--- src/rtl/fwd_hazard_ctrl.sv ---
// Operand-forwarding select generation and load-use stall control for a 5-stage pipeline.
// Selects and bubble flag are registered with the EX slot; stall is combinational; stall_cnt saturates.
module fwd_hazard_ctrl #(
  parameter int REG_AW = 5,
  parameter int CNT_W  = 16
) (
  input  logic              clk,
  input  logic              rst,
  input  logic              id_valid,
  input  logic [REG_AW-1:0] id_rs1,
  input  logic [REG_AW-1:0] id_rs2,
  input  logic              id_use_rs1,
  input  logic              id_use_rs2,
  input  logic              id_alusrc,
  input  logic [REG_AW-1:0] id_rd,
  input  logic              id_regwrite,
  input  logic              id_memread,
  input  logic              flush,
  output logic [1:0]        fwd_a,
  output logic [1:0]        fwd_b,
  output logic              stall,
  output logic              ex_bubble,
  output logic [CNT_W-1:0]  stall_cnt
);

  typedef struct packed {
    logic              vld;
    logic [REG_AW-1:0] rd;
    logic              regwrite;
  } slot_t;

  localparam logic [1:0] SEL_RF  = 2'b00;
  localparam logic [1:0] SEL_WB  = 2'b01;
  localparam logic [1:0] SEL_ALU = 2'b10;
  localparam logic [1:0] SEL_IMM = 2'b11;

  // The WB slot is not held: the register file is write-through, so it never forwards.
  slot_t ex_slot;
  slot_t mem_slot;
  logic  ex_load;

  logic       load_hit;
  logic       issue;
  logic [1:0] fwd_a_nxt;
  logic [1:0] fwd_b_nxt;

  function automatic logic slot_writes(input slot_t s, input logic [REG_AW-1:0] r);
    return s.vld && s.regwrite && (s.rd == r) && (r != '0);
  endfunction

  function automatic logic [1:0] pick_sel(input logic use_r, input logic [REG_AW-1:0] r,
                                          input logic go, input slot_t ex_s, input slot_t mem_s);
    if (!go || !use_r || (r == '0)) return SEL_RF;
    if (slot_writes(ex_s, r))       return SEL_ALU;
    if (slot_writes(mem_s, r))      return SEL_WB;
    return SEL_RF;
  endfunction

  always_comb begin
    load_hit = ex_slot.vld && ex_load && ex_slot.regwrite && (ex_slot.rd != '0) &&
               ((id_use_rs1 && (id_rs1 == ex_slot.rd)) ||
                (id_use_rs2 && !id_alusrc && (id_rs2 == ex_slot.rd)));
    // Reset also masks the hazard so a load caught in EX cannot stall during reset.
    stall     = !rst && id_valid && !flush && load_hit;
    issue     = id_valid && !stall && !flush;
    fwd_a_nxt = pick_sel(id_use_rs1, id_rs1, issue, ex_slot, mem_slot);
    fwd_b_nxt = id_alusrc ? SEL_IMM : pick_sel(id_use_rs2, id_rs2, issue, ex_slot, mem_slot);
  end

  always_ff @(posedge clk) begin
    if (rst) begin
      ex_slot   <= '0;
      ex_load   <= 1'b0;
      mem_slot  <= '0;
      fwd_a     <= SEL_RF;
      fwd_b     <= SEL_RF;
      ex_bubble <= 1'b1;
      stall_cnt <= '0;
    end else begin
      mem_slot  <= ex_slot;
      ex_slot   <= issue ? '{vld: 1'b1, rd: id_rd, regwrite: id_regwrite} : '0;
      ex_load   <= issue && id_memread;
      fwd_a     <= fwd_a_nxt;
      fwd_b     <= fwd_b_nxt;
      ex_bubble <= !issue;
      if (stall && (stall_cnt != '1)) begin
        stall_cnt <= stall_cnt + {{(CNT_W-1){1'b0}}, 1'b1};
      end
    end
  end

endmodule

--- config.mk ---
export PLATFORM = sky130hd
export DESIGN_NAME = fwd_hazard_ctrl
export DESIGN_NICKNAME = d
export VERILOG_FILES = /design/src/rtl/fwd_hazard_ctrl.sv
export SDC_FILE = /design/constraint.sdc
export NUM_CORES = 1
export LEC_CHECK = 0
export CAP_MARGIN = 25
export CELL_PAD_IN_SITES_DETAIL_PLACEMENT = 1
export CELL_PAD_IN_SITES_GLOBAL_PLACEMENT = 2
export CORE_MARGIN = 4
export CORE_UTILIZATION = 30
export CTS_CLUSTER_DIAMETER = 150
export DETAILED_ROUTE_END_ITERATION = 10
export PLACE_DENSITY_LB_ADDON = 0.15
export SLEW_MARGIN = 10
export SYNTH_ARGS = -nofsm -noshare
export SYNTH_HDL_FRONTEND = slang
export SYNTH_SLANG_ARGS = --single-unit
--- constraint.sdc ---
create_clock -name clk -period 5.9 [get_ports clk]
set_input_delay 1.77 -clock clk [delete_from_list [all_inputs] [get_ports clk]]
set_output_delay 1.77 -clock clk [all_outputs]
set_load 0.03 [all_outputs]
# ---- Word-level counts from Yosys, hierarchy flattened
# Index checks and enable logic that the tools add are counted.
dict set report word_totals {
  register_bits 36
  input_bits 24
  output_inout_bits 22
  wordCells 88
}
dict set report classes {
  add_sub_neg 1
  eq_ne 7
  muxes 26
  bitwise 1
  n_reduce_logical 42
}
# operator count
set op_table {}
lappend op_table {{5-bit == test} 6}
lappend op_table {{2-bit 2-to-1 mux} 13}
lappend op_table {{1-bit logical AND} 24}
lappend op_table {{16-bit by 1-bit adder with 16-bit output (second input constant)} 1}
lappend op_table {{16-bit inequality test (second input constant)} 1}
lappend op_table {{5-bit nonzero test} 3}
lappend op_table {{1-bit 2-to-1 mux} 12}
lappend op_table {{5-bit zero test} 2}
lappend op_table {{1-bit zero test} 7}
lappend op_table {{7-bit 2-to-1 mux} 1}
lappend op_table {{1-bit logical OR} 5}
lappend op_table {{2-bit OR reduction} 1}
lappend op_table {{1-bit NOT} 1}

# ---- Longest topological paths before layout
dict set report logic_depth {
  word_depth 20
  mapped_depth 8
  depth_no_buf 7
}

# ---- Worst setup path after synthesis
# No wires, ideal clock.
dict set report synth_timing {
  path_kind {input to output}
  startpoint {input id_rs2[3]}
  endpoint {output stall}
  t_arrival_ps 2881
  required_time_ps 4130
  path_slack_ps 1249
  stages 6
  n_path_buf 1
  cell_sequence {xnor2_1 -> nand3_1 -> nor4_4 -> o21bai_2 -> clkbuf_2 -> inv_1}
}
dict set report synth_between {
  elab_chain_cells 5
}
# element line_no
set synth_lines {}
lappend synth_lines {{start, declared} 11} ;# input logic [REG_AW-1:0] id_rs2,
lappend synth_lines {{5-bit == test} 62} ;# (id_use_rs2 && !id_alusrc && (id_rs2 == ex_slot.rd)));
lappend synth_lines {{1-bit logical AND} 62}
lappend synth_lines {{1-bit logical OR} 61} ;# ((id_use_rs1 && (id_rs1 == ex_slot.rd)) ||
lappend synth_lines {{1-bit logical AND} 60} ;# load_hit = ex_slot.vld && ex_load && ex_slot.regwrite && (ex_slot.rd != '0) &&
lappend synth_lines {{1-bit logical AND} 64} ;# stall = !rst && id_valid && !flush && load_hit;
lappend synth_lines {{end, declared} 21} ;# output logic stall,
# Every way passes these cells.

# ---- Worst setup path in the final report
dict set report layout_timing {
  startpoint {input id_rs2[0]}
  endpoint {output stall}
}
# The elaborated chain is that of the path after synthesis.

==> flow_metrics.py <==
metrics = {
    "status": {
        "status": "completed",
    },
    "setup_path": {
        "path_max_fanout": 15,
        "r2r_cells": 5,
        "worstSetupStartpointType": "input pin",
        "worst-endpoint-arrival_ns": 3.52,
        "crit_required_ns": 4.13,
        "endpoint_kind": "output port",
        "regToRegSetupSlack_ns": 3.79,
        "reg2reg_to": "fwd_a[0]",
        "critPathKind": "input pin to output port",
        "reg2reg_from": "ex_slot[3]",
    },
    "sta": {
        "slew_violations": 0,
        "grt_setup_unrepaired": "no",
        "clock_skew_ns": 0.00497,
        "finalHoldWorstSlack_ns": 0.462,
        "max_freq_mhz": 189,
        "setup_tns_ns": 0,
        "relSlewSlack_pct": 56.5,
        "worstMarginPinSlew_ns": 0.653,
        "min_period_ns": 5.29,
        "setup_viol": 0,
        "post-route-period-util_pct": 89.6,
        "hold_viol_final": 0,
    },
    "synth": {
        "synthFlopType": "dfxtp_1",
        "syn_inst": 185,
        "synth_edf_count": 0,
        "synth-seq-cells": 36,
        "synth_cell_types": 36,
        "yosysSeqAreaShare_pct": 42.3,
        "synthesis.area_um2": 1700,
        "ys_async_sr_fraction_pct": 0,
        "syn_area_per_cell_um2": 9.20,
        "synth_fp_nets": 210,
        "ys_warn_count": 0,
    },
    "drt": {
        "first_iter_violations": 45,
        "vias": 1542,
        "drt-pass1-iter-count": 4,
        "routed_wl_mm": 4.75,
        "wire_per_inst_um": 15.5,
        "drtAntennaViolNets": 0,
        "via_per_inst": 5.02,
        "route.detailed.drc": 0,
    },
    "finish": {
        "fillers": 637,
        "nNetsFinal": 259,
        "n_antenna_cell": 0,
        "post-route-util_pct": 42.1,
        "drive_above_1_share_pct": 8.94,
        "instances_no_fill": 307,
        "fin_area_um2": 2320,
        "syn_to_final_growth_pct": 36.3,
    },
    "cts": {
        "clockBufferDepth": 2,
        "clk_pin_slew_ns": 0.08,
        "root_buffer": "clkbuf_8",
        "cts_tree": "built",
        "post_cts_buffers": 0,
        "worstSkewPairLatency_ns": 0.29,
        "ctsResizeCount": 0,
        "holdBufCountCts": 0,
        "cts_max_level": 2,
        "clkSinkCount": 36,
        "cts_buffers": 5,
    },
    "grt": {
        "antenna_found_initial": 0,
        "grt_pass1_vias": 1661,
        "grt-ovfl-total": 0,
        "grt_max_degree": 25,
        "grt_pass1_wl_mm": 8.31,
        "grtUsageTotal_pct": 14.6,
    },
    "die": {
        "initial_core_util_pct": 30.9,
        "io_pins": 46,
        "dieWidth_um": 83.3,
        "row_count": 27,
        "dieArea_um2": 6950,
        "core_area_um2": 5510,
        "die_y_um": 83.3,
    },
    "power": {
        "max-vdd-ir-drop_mv": 0.0995,
        "power.density_nw_per_um2": 204,
        "p_leak_nw": 0.776,
    },
    "placement": {
        "io_buffers": 45,
        "gp_congestion": 0.803,
        "dpl.cell_count": 299,
        "postPlaceCellArea_um2": 2230,
        "dp_hpwl_mm": 3.70,
    },
    "flow_run": {
        "drv_cap": 0,
    },
    "worst_hold_path": {
        "holdPathEnd": "mem_slot[6]",
        "hold_depth": 1,
        "min-delay-start": "ex_slot[6]",
        "min_path_type": "flop to flop",
    },
}
per-layer routing:
layer  track usage, %  vias to the layer above  wire length (µm)
met4             5.05                        0                59
met3             3.77                        6               183
li1                 -                      763                 -
met1             19.1                      741              2280
met5                0                        -                 0
met2             23.3                       32              2230
power by group:
part           switching, mW  internal (mW)
combinational         0.0193         0.0251
clock                 0.0966         0.0836
sequential           0.00252          0.246
cell usage in the layout, fill, tap and decap left out, types with 2 or more instances in the layout:
master            n
a21oi_1          11
and2_1            2
and3_1           10
and4_1            2
buf_4             3
clkbuf_8          5
clkdlybuf4s50_1  44
clkinvlp_4        2
dfxtp_1          36
inv_1             6
nand2_1           8
nand3_1          10
nand4_1           6
nor2_1           11
nor2b_1           8
nor3_1            2
nor4_1            3
o2111ai_2         2
o211ai_1          2
o21ai_0           7
o31ai_1           5
or2_2             2
or3_1             5
or4_1             8
xnor2_1          18
xor2_1            5
worst max-delay path by stage:
stage	slack, ns	endpoint	start	cells past startpoint
after floorplan	1.25	stall	id_rs2[3]	6
after global placement	0.64	stall	id_rs2[0]	7
after detailed placement	0.60	stall	id_rs2[0]	7
after CTS	0.58	stall	id_rs2[0]	7
after global routing	0.43	stall	id_rs2[2]	7
final	0.61	stall	id_rs2[0]	7
kinds of logic (layout without fill, tap and decap cells):
kind of cell / count (synthesis) / after routing / share of synthesized area [%]
AO/OA/AOI/OAI: 32 / 32 / 12.9
XOR/XNOR: 23 / 23 / 11.8
adder cells (fa/ha/maj): 1 / 1 / 0.735
buffers and inverters: 11 / 61 / 2.94
flip-flops: 36 / 36 / 42.3
multiplexers: 1 / 1 / 0.588
AND/OR/NAND/NOR: 81 / 81 / 28.7
sequential cells by signal, indices dropped and copies added (netlist names):
name	flops
ex_load	1
fwd_a	2
stall_cnt	16
fwd_b	2
ex_bubble	1
mem_slot	7
ex_slot	7
synthesized netlist by cell type, types with 6 or more instances:
master	instances	share of area, %
nand4_1	6	2.2
xnor2_1	18	9.3
nand2_1	8	1.8
inv_1	6	1.3
o21ai_0	7	2.1
nand3_1	10	2.9
or4_1	8	3.5
and3_1	10	3.7
nor2b_1	8	2.9
nor2_1	11	2.4
dfxtp_1	36	42
a21oi_1	11	3.2
critical path, cell delays in order:
cell and delay, ns:
clkdlybuf4s50_1 0.54, xnor2_1 0.14, nand3_1 0.15, nor4_4 0.36, o21bai_2 0.27, inv_1 0.12
buf_4 0.16
cell type report:
| cell class | instances | area, µm² | area share [%] |
|---|---|---|---|
| Multi-Input combinational cell | 138 | 932 | 40.2 |
| Inverter | 6 | 22.5 | 0.970 |
| Tap cell | 72 | 90.1 | 3.88 |
| Sequential cell | 36 | 721 | 31.1 |
| Timing Repair Buffer | 47 | 463 | 19.9 |
| Clock buffer | 5 | 68.8 | 2.96 |
| Clock inverter | 3 | 23.8 | 1.02 |
metrics by stage:
stage	setup WS, ns	power [mW]
floorplan	1.25	0.273
global placement	0.636	0.298
CTS	0.582	0.481
finish	0.611	0.473
global route	0.430	0.498
detailed placement	0.605	0.299
Power figures use the tool's default switching activity.
